## src/rtl/sipo_rx.sv

```systemverilog
// Serial-to-parallel receiver: collects WIDTH qualified bits after a start strobe into one word.
// Word is presented 1 clk after its last bit; a completed word is dropped (ovr set) while the previous one is unconsumed.
module sipo_rx #(
   parameter int WIDTH     = 4,
   parameter int MSB_FIRST = 1
) (
   input  logic             clk,
   input  logic             rst,
   input  logic             start,
   input  logic             s_in,
   input  logic             s_valid,
   output logic [WIDTH-1:0] p_out,
   output logic             p_valid,
   input  logic             p_ready,
   output logic             busy,
   output logic             ovr,
   input  logic             ovr_clr
);

   localparam int CW = $clog2(WIDTH + 1);
   localparam logic [CW-1:0] CNT_ONE  = CW'(1);
   localparam logic [CW-1:0] CNT_LAST = CW'(WIDTH - 1);

   typedef enum logic {IDLE, SHIFT} state_t;

   state_t           state, state_nxt;
   logic [CW-1:0]    cnt, cnt_nxt, base_cnt;
   logic [WIDTH-1:0] sr, sr_nxt, base_sr, shifted;
   logic             done;

   always_ff @(posedge clk or posedge rst) begin
      if (rst) begin
         state <= IDLE;
         cnt   <= '0;
         sr    <= '0;
      end else begin
         state <= state_nxt;
         cnt   <= cnt_nxt;
         sr    <= sr_nxt;
      end
   end

   // A start strobe restarts from an empty word, so the shift source is zero in that cycle.
   always_comb begin
      state_nxt = state;
      cnt_nxt   = cnt;
      sr_nxt    = sr;
      done      = 1'b0;
      base_sr   = start ? '0 : sr;
      base_cnt  = start ? '0 : cnt;
      shifted   = (MSB_FIRST != 0) ? {base_sr[WIDTH-2:0], s_in}
                                   : {s_in, base_sr[WIDTH-1:1]};
      if (start) begin
         state_nxt = SHIFT;
         sr_nxt    = s_valid ? shifted : '0;
         cnt_nxt   = s_valid ? base_cnt + CNT_ONE : '0;
      end else if (state == SHIFT && s_valid) begin
         sr_nxt  = shifted;
         cnt_nxt = cnt + CNT_ONE;
         if (cnt == CNT_LAST) begin
            done      = 1'b1;
            state_nxt = IDLE;
         end
      end
   end

   always_ff @(posedge clk or posedge rst) begin
      if (rst) begin
         p_out   <= '0;
         p_valid <= 1'b0;
         ovr     <= 1'b0;
      end else begin
         if (done && (!p_valid || p_ready)) begin
            p_out   <= shifted;
            p_valid <= 1'b1;
         end else if (p_valid && p_ready) begin
            p_valid <= 1'b0;
         end
         // Overrun set wins over a simultaneous clear.
         if (done && p_valid && !p_ready)
            ovr <= 1'b1;
         else if (ovr_clr)
            ovr <= 1'b0;
      end
   end

   assign busy = (state == SHIFT);

endmodule

```

## config.mk

```make
export PLATFORM = sky130hd
export DESIGN_NAME = sipo_rx
export DESIGN_NICKNAME = d
export VERILOG_FILES = /design/src/rtl/sipo_rx.sv
export SDC_FILE = /design/constraint.sdc
export NUM_CORES = 1
export LEC_CHECK = 0
export CORE_UTILIZATION = 47
export DETAILED_ROUTE_END_ITERATION = 8
export PLACE_DENSITY_LB_ADDON = 0.12
export SKIP_LAST_GASP = 1
export SLEW_MARGIN = 25
export SYNTH_ARGS = -nofsm -noshare
export SYNTH_HDL_FRONTEND = slang
export SYNTH_SLANG_ARGS = --single-unit
```

## constraint.sdc

```tcl
create_clock -name clk -period 1.84 [get_ports clk]
set_clock_uncertainty 0.05 [all_clocks]
set_input_delay 0.552 -clock clk [delete_from_list [all_inputs] [get_ports clk]]
set_output_delay 0.552 -clock clk [all_outputs]
set_load 0.005 [all_outputs]
```

==> summary.md <==
| Metric | Value |
|---|---|
| Outcome | `finished, final reports clean` |
| Post-route cell area | `862.1 um2` |
| Startpoint Class | `register` |
| Synth warn | `0` |
| WHS | `0.4832 ns` |
| Post-DP HPWL | `943.1 um` |
| Synth Flop Type | `dfrtp_1` |
| Slew HR | `67.36%` |
| Register area share after synthesis | `51.08%` |
| Synth Instances | `52` |
| Die span in y | `38.81 um` |
| GRT Total Usage | `19.54%` |
| Width of the die | `38.81 um` |
| Maximum buffer depth of the clock tree | `2` |
| Period utilisation layout | `94.86%` |
| Syn Nets | `62` |
| Max Cap Viol | `0` |
| Fraction of registers with async set/reset | `100.0%` |
| Largest net degree at the start of global routing | `14` |
| I/O pins | `14` |
| Diodes inserted | `0` |
| Setup TNS Final | `0 ns` |
| CP max stage cell | `clkdlybuf4s50_1` |
| Met2 WL post-DR | `594 um` |
| First-pass GRT wire length | `1.897 mm` |
| CP cell instances | `clkdlybuf4s50_1` |
| 1st-iter DRT viols | `7` |
| Routed Wire Length | `1.185 mm` |
| Sink Count | `13` |
| Remaining DRCs | `0` |
| I/O Buffers | `13` |
| Mean Syn Cell Area | `12.25 um2` |
| EDFF count, synth | `0` |
| Via count | `453` |
| Mapped Area | `636.9 um2` |
| Synth Register Bits | `13` |
| DIE AREA | `1506 um2` |
| WL met1 | `525 um` |
| Reg clk slew, reported paths | `0.08 ns` |
| Delay-heaviest family, CP | `buffers and inverters` |
| Placer Congestion | `0.6601` |
| TritonCTS clock tree | `yes` |
| Maximum fanout along the worst path | `2` |
| Main area contributors after synthesis | `dfrtp_1 51%, mux2_4 12%, ha_1 5.9%, nand4b_4 3.7%, nand3_1 3.1%` |
| PD cells | `850.4 nW/um2` |
| Placed cells | `85` |
| Initial antenna violation count | `0` |
| RSZ-0062 raised after global routing | `no` |
| Worst Max-Slew Pin Slew | `0.4890 ns` |
| Placeable Area | `1186 um2` |
| Layout Utilization | `72.68%` |
| Area grow syn2layout | `35.36%` |
| Number of gates resized after CTS | `0` |
| Vias in the first global route | `424` |
| Slowest stage delay, CP | `0.50 ns` |
| H-tree Lvls | `1` |
| Leakage dissipation | `0.4125 nW` |
| Setup Crit Path Kind | `reg -> out` |
| Final Setup Violations | `0` |
| Area leader, netlist | `dfrtp_1` |
| Final #Nets | `86` |
| Crit path time final | `1.746 ns` |
| Clock latency on the worst-skew pair | `0.27 ns` |
| Hold depth | `2` |
| 1st-pass router iterations | `4` |
| Finished Layout Cells | `89` |
| Post-CTS Hold Fix Bufs | `0` |
| Starting density of the core | `53.69%` |
| Commonest cells after routing, fill and taps aside | `13 x dfrtp_1, 13 x clkdlybuf4s50_1, 8 x buf_4` |
| Hold Vio Cnt, Final | `0` |
| Crit. End Element | `output pin` |
| DP Area | `835.8 um2` |
| Crit path depth | `1` |
| Average wire per cell in the routed design | `13.31 um` |
| VDD IR-drop max | `0.0005200 V` |
| Post-CTS setup buffer count | `0` |
| Clk root buf | `clkbuf_4` |
| Share of Yosys cell area claimed by the top area cell type | `51.08%` |
| Final Max Slew Viols | `0` |
| Via density | `5.090` |
| DR WL met3 | `51 um` |
| Top layer used by detailed routing | `met4` |
| F_max | `0.5729 GHz` |
| # rows | `12` |
| ANT nets after route | `0` |
| Hold crit path type | `reg -> reg` |
| CTS buffer count | `3` |
| Critical Path AT | `1.14 ns` |
| Buf+Inv Stages, Crit Path | `1` |
| Synth cell types | `24` |
| Worst EP required | `1.24 ns` |
| Proportion of layout cells with a drive suffix above 1 | `28.00%` |
| Worst r2r path cells | `5` |
| GRT Residual Overflow | `0` |
==> state kept, by name (all words and copies together) (netlist names) <==
register  cells
p_out         4
sr            3
ovr           1
p_valid       1
cnt           3
busy          1
==> cells by family after synthesis <==
kind of cell / Yosys count / share of synthesized area (%)
AO/OA/AOI/OAI: 9 / 9.825
adder cells (fa/ha/maj): 3 / 5.895
buffers and inverters: 6 / 3.731
flip-flops: 13 / 51.08
multiplexers: 6 / 13.36
AND/OR/NAND/NOR: 15 / 16.11
==> cells in the mapped netlist (2+ instances only) <==
master    n
inv_1     4
nand2_1   4
dfrtp_1  13
ha_1      3
mux2_4    5
nand3_1   4
a21oi_1   2
==> path summary, 6_finish.rpt <==
check | from | end | slack (ns)
max | p_out[2]$_DFFE_PP0P_ | p_out[2] | 0.09
min | sr[2]$_DFFE_PP0P_ | sr[2]$_DFFE_PP0P_ | 0.48
max reg2reg | cnt[0]$_DFFE_PP0P_ | p_out[3]$_DFFE_PP0P_ | 0.31
min reg2reg | sr[2]$_DFFE_PP0P_ | sr[2]$_DFFE_PP0P_ | 0.48
max in group asynchronous | rst | cnt[1]$_DFFE_PP0P_ | 0.87
min in group asynchronous | rst | p_out[1]$_DFFE_PP0P_ | 0.55
==> final cells by class <==
cell class / instances / area (um2)
clock buffer: 4 / 26.28
fill: 100 / 324.1
inverter: 4 / 15.01
multi-input combinational: 33 / 287.8
sequential: 13 / 325.3
tap: 14 / 17.52
timing repair buffer: 21 / 190.2
==> layer usage <==
metal  vias to the layer above  global-route usage, %
li1                        230                      -
met1                       207                  23.33
met2                        14                  32.92
met3                         2                  5.780
met4                         0                  6.897
met5                         -                      0
==> per-stage QoR <==
stage | total power (W) | setup WS [ns]
global route | 0.0007735 | 0.03721
global placement | 0.0005532 | -0.04836
finish | 0.0007331 | 0.09449
CTS | 0.0007385 | 0.07693
detailed placement | 0.0005640 | -0.09176
floorplan | 0.0004572 | 0.3111
==> power by group <==
group | internal [W] | switching, W
clock | 0.0000840 | 0.0000941
combinational | 0.000134 | 0.0000682
sequential | 0.000327 | 0.0000259
No activity file was read; power rests on OpenSTA's default activity.
